[src/rtl/traffic_pkg.sv]
// Shared lamp encodings, fault codes and monitor state for the traffic-light safety stage.
package traffic_pkg;

    localparam logic [2:0] RED = 3'b100;
    localparam logic [2:0] YEL = 3'b010;
    localparam logic [2:0] GRN = 3'b001;
    localparam logic [2:0] OFF = 3'b000;

    localparam logic [2:0] FC_NONE      = 3'd0;
    localparam logic [2:0] FC_ENCODING  = 3'd1;
    localparam logic [2:0] FC_CONFLICT  = 3'd2;
    localparam logic [2:0] FC_SKIP_YEL  = 3'd3;
    localparam logic [2:0] FC_SHORT_YEL = 3'd4;

    typedef enum logic [1:0] {
        StStartup,
        StMonitor,
        StFlash
    } mon_state_e;

    function automatic logic is_one_hot(input logic [2:0] v);
        return (v == RED) || (v == YEL) || (v == GRN);
    endfunction

endpackage

[src/rtl/light_dir_checker.sv]
// Per-direction lamp checker: keeps the previous sample and the current yellow run length,
// and flags encoding, green-to-red and short-yellow conditions for the current sample.
module light_dir_checker
    import traffic_pkg::*;
#(
    parameter int unsigned MIN_YELLOW = 3
) (
    input  logic       clk,
    input  logic       rst,
    input  logic [2:0] light_in,
    output logic       one_hot,
    output logic       non_red,
    output logic       skip_yellow,
    output logic       short_yellow
);

    localparam int unsigned YW = (MIN_YELLOW < 1) ? 1 : $clog2(MIN_YELLOW + 1);
    localparam logic [YW-1:0] YMax = YW'(MIN_YELLOW);

    logic [2:0]    hist_q, hist_d;
    logic [YW-1:0] ycnt_q, ycnt_d;

    always_comb begin
        hist_d = light_in;
        ycnt_d = '0;
        if (light_in == YEL) begin
            ycnt_d = (ycnt_q == YMax) ? ycnt_q : ycnt_q + YW'(1);
        end
    end

    // History resets to red so the first monitored sample never sees a fake transition.
    always_ff @(posedge clk) begin
        if (rst) begin
            hist_q <= RED;
            ycnt_q <= '0;
        end else begin
            hist_q <= hist_d;
            ycnt_q <= ycnt_d;
        end
    end

    always_comb begin
        one_hot      = is_one_hot(light_in);
        non_red      = (light_in != RED);
        skip_yellow  = (hist_q == GRN) && (light_in == RED);
        short_yellow = (hist_q == YEL) && (light_in != YEL) && (ycnt_q < YMax);
    end

endmodule

[src/rtl/light_conflict_monitor.sv]
// Safety stage between the light controller and lamp drivers: registers the lamps through,
// masks or latches on illegal patterns, and flashes all-red until an explicit clear.
module light_conflict_monitor
    import traffic_pkg::*;
#(
    parameter int unsigned MIN_YELLOW     = 3,
    parameter int unsigned FAULT_PERSIST  = 2,
    parameter int unsigned FLASH_HALF     = 4,
    parameter int unsigned STARTUP_CYCLES = 8
) (
    input  logic       clk,
    input  logic       rst,
    input  logic [2:0] NS_light_in,
    input  logic [2:0] EW_light_in,
    input  logic       fault_clr,
    output logic [2:0] NS_light,
    output logic [2:0] EW_light,
    output logic       fault,
    output logic [2:0] fault_code
);

    localparam int unsigned PW = (FAULT_PERSIST < 1) ? 1 : $clog2(FAULT_PERSIST + 1);
    localparam int unsigned SW = (STARTUP_CYCLES < 2) ? 1 : $clog2(STARTUP_CYCLES);
    localparam int unsigned FW = (FLASH_HALF < 1) ? 1 : $clog2(2 * FLASH_HALF);

    localparam logic [PW-1:0] PersistLast = PW'(FAULT_PERSIST - 1);
    localparam logic [SW-1:0] StartupLast = SW'(STARTUP_CYCLES - 1);
    localparam logic [FW-1:0] FlashLast   = FW'(2 * FLASH_HALF - 1);
    localparam logic [FW-1:0] FlashHalf   = FW'(FLASH_HALF);

    mon_state_e    state_q, state_d;
    logic [SW-1:0] startup_cnt_q, startup_cnt_d;
    logic [PW-1:0] persist_cnt_q, persist_cnt_d;
    logic [FW-1:0] flash_cnt_q, flash_cnt_d;
    logic [2:0]    ns_q, ns_d;
    logic [2:0]    ew_q, ew_d;
    logic [2:0]    code_q, code_d;

    logic ns_one_hot, ns_non_red, ns_skip, ns_short;
    logic ew_one_hot, ew_non_red, ew_skip, ew_short;

    light_dir_checker #(
        .MIN_YELLOW (MIN_YELLOW)
    ) u_ns_checker (
        .clk          (clk),
        .rst          (rst),
        .light_in     (NS_light_in),
        .one_hot      (ns_one_hot),
        .non_red      (ns_non_red),
        .skip_yellow  (ns_skip),
        .short_yellow (ns_short)
    );

    light_dir_checker #(
        .MIN_YELLOW (MIN_YELLOW)
    ) u_ew_checker (
        .clk          (clk),
        .rst          (rst),
        .light_in     (EW_light_in),
        .one_hot      (ew_one_hot),
        .non_red      (ew_non_red),
        .skip_yellow  (ew_skip),
        .short_yellow (ew_short)
    );

    logic [2:0] code;
    logic       persist_err;
    logic       monitor_active;
    logic       trip;

    always_comb begin
        code = FC_NONE;
        if (!ns_one_hot || !ew_one_hot) begin
            code = FC_ENCODING;
        end else if (ns_non_red && ew_non_red) begin
            code = FC_CONFLICT;
        end else if (ns_skip || ew_skip) begin
            code = FC_SKIP_YEL;
        end else if (ns_short || ew_short) begin
            code = FC_SHORT_YEL;
        end
    end

    // The last startup cycle's sample is the first one passed through and checked.
    always_comb begin
        persist_err    = (code == FC_ENCODING) || (code == FC_CONFLICT);
        monitor_active = (state_q == StMonitor) ||
                         ((state_q == StStartup) && (startup_cnt_q == StartupLast));
        trip           = monitor_active &&
                         ((persist_err && (persist_cnt_q >= PersistLast)) ||
                          (!persist_err && (code != FC_NONE)));
    end

    always_ff @(posedge clk) begin
        if (rst) begin
            state_q       <= StStartup;
            startup_cnt_q <= '0;
            persist_cnt_q <= '0;
            flash_cnt_q   <= '0;
            ns_q          <= RED;
            ew_q          <= RED;
            code_q        <= FC_NONE;
        end else begin
            state_q       <= state_d;
            startup_cnt_q <= startup_cnt_d;
            persist_cnt_q <= persist_cnt_d;
            flash_cnt_q   <= flash_cnt_d;
            ns_q          <= ns_d;
            ew_q          <= ew_d;
            code_q        <= code_d;
        end
    end

    always_comb begin
        state_d = state_q;
        unique case (state_q)
            StStartup: begin
                if (trip) begin
                    state_d = StFlash;
                end else if (startup_cnt_q == StartupLast) begin
                    state_d = StMonitor;
                end
            end
            StMonitor: begin
                if (trip) begin
                    state_d = StFlash;
                end
            end
            StFlash: begin
                if (fault_clr) begin
                    state_d = StStartup;
                end
            end
            default: state_d = StStartup;
        endcase
    end

    always_comb begin
        startup_cnt_d = '0;
        persist_cnt_d = '0;
        flash_cnt_d   = '0;
        ns_d          = RED;
        ew_d          = RED;
        code_d        = code_q;

        if (state_q == StStartup && !monitor_active) begin
            startup_cnt_d = startup_cnt_q + SW'(1);
        end

        if (monitor_active) begin
            if (trip) begin
                code_d = code;
            end else if (persist_err) begin
                persist_cnt_d = persist_cnt_q + PW'(1);
            end else begin
                ns_d = NS_light_in;
                ew_d = EW_light_in;
            end
        end

        // Flash index 0 is the trip edge, so the first red half includes it.
        if (state_q == StFlash) begin
            if (fault_clr) begin
                code_d = FC_NONE;
            end else begin
                flash_cnt_d = (flash_cnt_q == FlashLast) ? '0 : flash_cnt_q + FW'(1);
                if (flash_cnt_d >= FlashHalf) begin
                    ns_d = OFF;
                    ew_d = OFF;
                end
            end
        end
    end

    always_comb begin
        NS_light   = ns_q;
        EW_light   = ew_q;
        fault      = (state_q == StFlash);
        fault_code = code_q;
    end

endmodule

[config.mk]
export PLATFORM = sky130hd
export DESIGN_NAME = light_conflict_monitor
export DESIGN_NICKNAME = d
export VERILOG_FILES = /design/src/rtl/traffic_pkg.sv /design/src/rtl/light_dir_checker.sv /design/src/rtl/light_conflict_monitor.sv
export SDC_FILE = /design/constraint.sdc
export NUM_CORES = 1
export LEC_CHECK = 0
export CELL_PAD_IN_SITES_DETAIL_PLACEMENT = 1
export CELL_PAD_IN_SITES_GLOBAL_PLACEMENT = 2
export CORE_ASPECT_RATIO = 1.1
export CORE_MARGIN = 2
export CORE_UTILIZATION = 35
export CTS_CLUSTER_DIAMETER = 50
export CTS_CLUSTER_SIZE = 14
export DETAILED_ROUTE_END_ITERATION = 6
export GPL_ROUTABILITY_DRIVEN = 0
export GPL_TIMING_DRIVEN = 0
export PLACE_DENSITY = 0.89
export RECOVER_POWER = 25
export REMOVE_ABC_BUFFERS = 1
export SYNTH_ARGS = -nofsm -noshare
export SYNTH_HDL_FRONTEND = slang
export SYNTH_HIERARCHICAL = 1
export SYNTH_SLANG_ARGS = --single-unit
[constraint.sdc]
create_clock -name clk -period 3 [get_ports clk]
set_input_delay 0.6 -clock clk [delete_from_list [all_inputs] [get_ports clk]]
set_output_delay 0.6 -clock clk [all_outputs]
set_load 0.01 [all_outputs]
==> metrics, run 1 <==
status complete, no violations; endpoints failing setup 0; Max Slew Vio Count 0; post-synthesis async set-or-reset flop share 0%; Post-synth top flop dfxtp_1; initial core utilization 35.7%; Worst-path clk slew 0.06 ns; Routed WL per cell 12.9 µm; 1st-pass router iterations 2; largest net degree at the start of global routing 19; period utilization 80.7%; Least-Margin Pin Slew 0.624 ns; maximum vdd drop 0.285 mV; WP depth 6; Switch Pwr 0.000173 W; count leader, synth dfxtp_1; first-pass GRT wire length 4320 µm; total track usage 14.4%; DRT iter0 DRCs 7; Clock Sink Count 29; Synth-to-Final Area Change 25.5%; Setup TNS Final 0 ns; Pwr per Cell Area 486 nW/µm²; dpl hpwl 1940 µm; max frequency 0.413 GHz; Clk Latency, worst-skew pair 0.28 ns; number of vias per cell 4.86; total CTS buffers 5; post-synthesis sequential area ratio 45.5%; Post-synth EDFFs 0; die area 4140 µm²; Avg Inst Size Synth 10.5 µm²; post-route ant nets 0; post-CTS resize count 0; CP Launch Type input port; initial antenna violation count 0; Ports 19; antenna diode count 0; fin crit period 2.42 ns; RSZ-0062 raised after global routing no; Critical Path Sink Type flip-flop; Comb pwr share 7.6%; NumNets Final 162; Lkg Pwr 0.632 nW; vias in the first global route 982; Yosys top cell by area dfxtp_1; Setup Crit Path Kind in2reg; Cells after Synth 122; worst hold path class reg2reg; number of synthesized register bits 29; Cell Chain, Critical Path clkdlybuf4s50_1, or3b_4, nor4b_4, nor2_4, a2111oi_0, o21ba_2; post-CTS setup repair buffer count 0; total gr overflow 0; fill count 434; hold path depth 1; core area 3570 µm²; slowest stage cell, crit path clkdlybuf4s50_1; Reg2Reg Setup Slack 1.01 ns; share of the synthesized area in the top cell type 45.5%; post-route DRC violation count 0; part of the power in the clock network 40.9%; cts hold-fix bufs 0; H-tree depth 2; CTS Root Cell clkbuf_8; CP bufs+invs 1; layout cell share with drive strength beyond 1 13.0%; Seq pwr share 51.4%; Yosys cell types 39; utilization after layout 44.8%; maximum root-to-sink buffer count 2; Detailed Route WL 2520 µm; Rows 23; via count 952; Pint 0.000605 W; hold violation count in the final report 0; switching share of power 22.2%; CP delay by family, top simple AND/OR/NAND/NOR gates; Post-Syn Area 1270 µm²; relative slew slack 58.3%; Ys Warns 6; Synth area leaders dfxtp_1 46%, ha_1 6.9%, and2_1 4.4%, nor4b_4 3.7%, or4b_1 3.1%; IO buf count 18; R2R depth 7; DIE WIDTH 61.5 µm; CTS tree built; Critical Path Fanout Max 7; Commonest cells post-synth 29 x dfxtp_1, 9 x and2_1, 9 x nor2_1, 7 x ha_1; crit path DAT 2.65 ns; max incr delay on CP 0.64 ns; Max-Cap Viols 0; Final Skew 0.00272 ns; Die H 67.3 µm; worst path required time 3.23 ns
## final cells by class
cell class / count / area, µm² / area share, %
multi-input cells: 87 / 672 / 42.0
flip-flops and latches: 29 / 581 / 36.3
repair buffers: 18 / 180 / 11.3
clock buffers: 7 / 86.3 / 5.39
well taps: 50 / 62.6 / 3.91
inverters: 5 / 18.8 / 1.17
## worst register-to-register path: cells and delay by family, from the launching register on
kind / cells / cell delay, ns
adder cells (fa/ha/maj): 1 / 0.25
AND/OR/NAND/NOR: 4 / 0.87
flip-flops: 1 / 0.32
AO/OA/AOI/OAI: 2 / 0.46
## registers in the layout (all words and copies together), names as in the netlist
signal	count
EW_light	3
NS_light	3
fault_code	3
flash_cnt_q	3
startup_cnt_q	3
u_ew_checker/hist_q	3
u_ns_checker/hist_q	3
persist_cnt_q	2
state_q	2
u_ew_checker/ycnt_q	2
u_ns_checker/ycnt_q	2
## through the flow
stage               setup WS (ns)  power (W)  std cells  area [µm²]  hold slack (ns)
floorplan                    1.10   0.000440        121        1270            0.398
global placement            0.284   0.000465        189        1510            0.408
detailed placement          0.276   0.000469        189        1510            0.434
CTS                         0.571   0.000792        196        1600            0.443
global route                0.422   0.000814        196        1600            0.457
finish                      0.580   0.000778        196        1600            0.432
## layout by cell type (no fill, tap or decap), types with 2 or more instances in the layout
cell type and count:
dfxtp_1 29, clkdlybuf4s50_1 15, and2_1 9, nor2_1 9
ha_1 7, clkbuf_8 6, inv_1 5, a21oi_1 5
nor2b_1 5, nor4_1 4, o21a_1 4, xor2_1 4
or4b_1 4, nand2_1 3, dlygate4sd3_1 3, nand3_1 2
a211oi_1 2, or3b_4 2, o21ai_0 2, nor4b_4 2
or2_1 2, mux2i_1 2
## cells by family (layout without fill, tap and decap cells)
group	Yosys count	after routing	share of synthesized area [%]
simple gates	53	53	29.3
flops	29	29	45.5
compound gates	21	21	12.2
fa+ha+maj	7	7	6.87
buf+inv	6	30	1.77
xor+xnor	4	4	2.75
mux	2	2	1.57
## power by group through the flow
stage / Clock [W] / Combinational, W / Sequential (W)
2_1_floorplan: 0 / 0.0000332 / 0.000407
3_3_place_gp: 0 / 0.0000574 / 0.000408
3_5_place_dp: 0 / 0.0000599 / 0.000409
4_1_cts: 0.000332 / 0.0000602 / 0.000400
5_1_grt: 0.000346 / 0.0000671 / 0.000401
6_report: 0.000318 / 0.0000593 / 0.000400
## layer usage
metal | track usage (%) | vias to the layer above | wire length (µm)
met5 | 0 | - | 0
met4 | 6.38 | 0 | 63
met3 | 5.94 | 5 | 122
met2 | 23.3 | 21 | 1230
met1 | 16.5 | 449 | 1100
li1 | - | 477 | -
## path summary, 6_finish.rpt
| check | start | endpoint |
|---|---|---|
| max | NS_light_in[2] | fault_code[1] |
| min | persist_cnt_q[0] | persist_cnt_q[0] |
| max reg2reg | u_ns_checker/ycnt_q[0] | fault_code[0] |
| min reg2reg | persist_cnt_q[0] | persist_cnt_q[0] |
Note: power is estimated with default switching activity, not from simulation.
==> inputs of run 2 (changes only) <==
CORE_UTILIZATION = 33   (was 35)
PLACE_DENSITY = 0.85   (was 0.89)
clock period = 2.37 ns   (was 3 ns; I/O delays follow)
==> run 2 against run 1 <==
Effect of this change:
- sequential cell count stayed put
- wire length is 8.0% higher
- via count is 2.3% higher
- worst hold slack worse by 0.014 ns
- worst setup slack worse by 0.48 ns
- first-iteration DRC count grew to 4.6 times the previous value
- non-clock buffer count stayed put
- global-route usage is 0.17 points higher
- design area is 0.55% higher
- combinational power is 30% higher
- cell count stayed put
- clock-buffer cell count stayed put
- critical endpoint unchanged
- largest power group unchanged
==> metrics, run 2 (same netlist as run 1, synthesis figures left out) <==
DIE WIDTH 63.3 µm (was 61.5 µm); dpl hpwl 2020 µm (was 1940 µm); antenna diode count 0 (unchanged); via count 974 (was 952); IO buf count 18 (unchanged); fin crit period 2.27 ns; Hold Crit Start persist_cnt_q[0] (unchanged); total gr overflow 0 (unchanged); core area 3680 µm² (was 3570 µm²); hold violation count in the final report 0 (unchanged); initial core utilization 34.6% (was 35.7%); Synth-to-Final Area Change 26.2% (was 25.5%); total CTS buffers 5 (unchanged); CTS Root Cell clkbuf_8 (unchanged); Setup Crit Path Kind in2reg (unchanged); Pwr per Cell Area 613 nW/µm² (was 486 nW/µm²); Reg2Reg Setup Slack 0.38 ns (was 1.01 ns); placed cells 189 (unchanged); RSZ-0062 raised after global routing no (unchanged); worst hold path class reg2reg (unchanged); first-pass GRT wire length 4870 µm (was 4320 µm); maximum vdd drop 0.290 mV (was 0.285 mV); largest net degree at the start of global routing 19 (unchanged); 1st-pass router iterations 4 (was 2); relative slew slack 56.9% (was 58.3%); final non-filler cell total 196 (unchanged); R2R depth 7 (unchanged); utilization after layout 43.7% (was 44.8%); post-route DRC violation count 0 (unchanged); max frequency 0.440 GHz; post-route ant nets 0 (unchanged); Ports 19 (unchanged); layout cell share with drive strength beyond 1 13.7% (was 13.0%); Clk Latency, worst-skew pair 0.28 ns (about the same); commonest cells after routing, fill and taps aside 29 x dfxtp_1, 14 x clkdlybuf4s50_1, 9 x and2_1, 9 x nor2_1, 7 x ha_1 (was 29 x dfxtp_1, 15 x clkdlybuf4s50_1, 9 x and2_1, 9 x nor2_1, 7 x ha_1); Multi-input gate area 678 µm² (was 672 µm²); Worst-path clk slew 0.06 ns (about the same); Die H 69.2 µm (was 67.3 µm); Detailed Route WL 2720 µm (was 2520 µm); total track usage 14.6% (was 14.4%); Routed WL per cell 13.9 µm (was 12.9 µm); Final Skew 0.00530 ns (was 0.00272 ns); Max-Cap Viols 0 (unchanged); vias in the first global route 1,059 (was 982); CP Launch Type input port (unchanged); Critical Path Sink Type flip-flop (unchanged); period utilization 95.9%; endpoints failing setup 0 (unchanged); final worst setup slack 0.0973 ns (was 0.580 ns); Rows 23 (unchanged); worst path required time 2.60 ns (was 3.23 ns); hold path depth 1 (unchanged); H-tree depth 2 (unchanged); most common cell after layout, fill and taps aside dfxtp_1 (unchanged); status complete, no violations (unchanged); Setup TNS Final 0 ns (unchanged); DRT iter0 DRCs 32 (was 7); Critical Path Fanout Max 7 (unchanged); RR Startpoint u_ew_checker/ycnt_q[0] (was u_ns_checker/ycnt_q[0]); Max Slew Vio Count 0 (unchanged); fill count 434 (unchanged); Lkg Pwr 0.635 nW (was 0.632 nW); register area 581 µm² (unchanged); die area 4380 µm² (was 4140 µm²); maximum root-to-sink buffer count 2 (unchanged); CTS tree built (unchanged); NumNets Final 162 (unchanged); crit path DAT 2.50 ns (was 2.65 ns); initial antenna violation count 0 (unchanged); Clock Sink Count 29 (unchanged); Least-Margin Pin Slew 0.644 ns (was 0.624 ns); reg-to-reg endpoint fault_code[0] (unchanged); number of vias per cell 4.97 (was 4.86); Setup WS pre-CTS -0.300 ns (was 0.276 ns); WHS Endpoint persist_cnt_q[0] (unchanged)
run 2: cell types whose count changed in the layout (fill, tap and decap cells not counted):
cell | before | now
nor3_1 | 1 | 0
clkdlybuf4s50_1 | 15 | 14
a2111oi_0 | 1 | 0
nor3_2 | 0 | 1
a2111oi_1 | 0 | 1
dlymetal6s2s_1 | 0 | 1
run 2: metal layers:
layer | vias to the layer above | wire [µm] | global-route usage, %
met2 | 19 | 1330 | 23.5
li1 | 475 | - | -
met4 | 0 | 80 | 9.42
met3 | 7 | 150 | 5.68
met1 | 473 | 1160 | 15.9
met5 | - | 0 | 0
run 2: how the worst max path moves through the flow:
stage	start	cells after the start	slack (ns)	endpoint
after global routing	EW_light_in[2]	6	0.02	fault_code[1]
final	EW_light_in[2]	6	0.1	fault_code[1]
after floorplan	u_ew_checker/ycnt_q[0]	7	0.57	fault_code[1]
after detailed placement	NS_light_in[2]	6	-0.30	fault_code[1]
after CTS	NS_light_in[2]	6	0.004	fault_code[1]
after global placement	NS_light_in[2]	6	-0.23	fault_code[1]
run 2: layout make-up:
type	instances	share of cell area [%]
well taps	50	3.89
inverters	5	1.17
flip-flops and latches	29	36.1
repair buffers	18	11.4
clock buffers	7	5.37
multi-input cells	87	42.1
run 2: report_power, final:
| part | internal (W) | switching [W] |
|---|---|---|
| Sequential | 0.000499 | 0.00000689 |
| Clock | 0.000230 | 0.000173 |
| Combinational | 0.0000367 | 0.0000404 |
| Total | 0.000766 | 0.000220 |
run 2: critical path, cell delays in order:
cell and delay, ns:
clkdlybuf4s50_1 0.60, or3b_4 0.45, nor4b_4 0.30, nor2_4 0.09, a2111oi_1 0.39, o21ba_2 0.18
run 2: timing repair:
| item | 4_1_cts | 5_1_grt |
|---|---|---|
| buffers inserted | 0 | 0 |
| endpoints found under the setup margin | 0 | 4 |
| resized for setup | 0 | 3 |
| hold buffers | 0 | 0 |
run 2: through the flow:
stage | cell area (µm²) | hold slack (ns) | power, W
floorplan | 1270 | 0.398 | 0.000557
global placement | 1510 | 0.408 | 0.000589
detailed placement | 1510 | 0.414 | 0.000594
CTS | 1600 | 0.422 | 0.00101
global route | 1610 | 0.433 | 0.00104
finish | 1610 | 0.417 | 0.000986
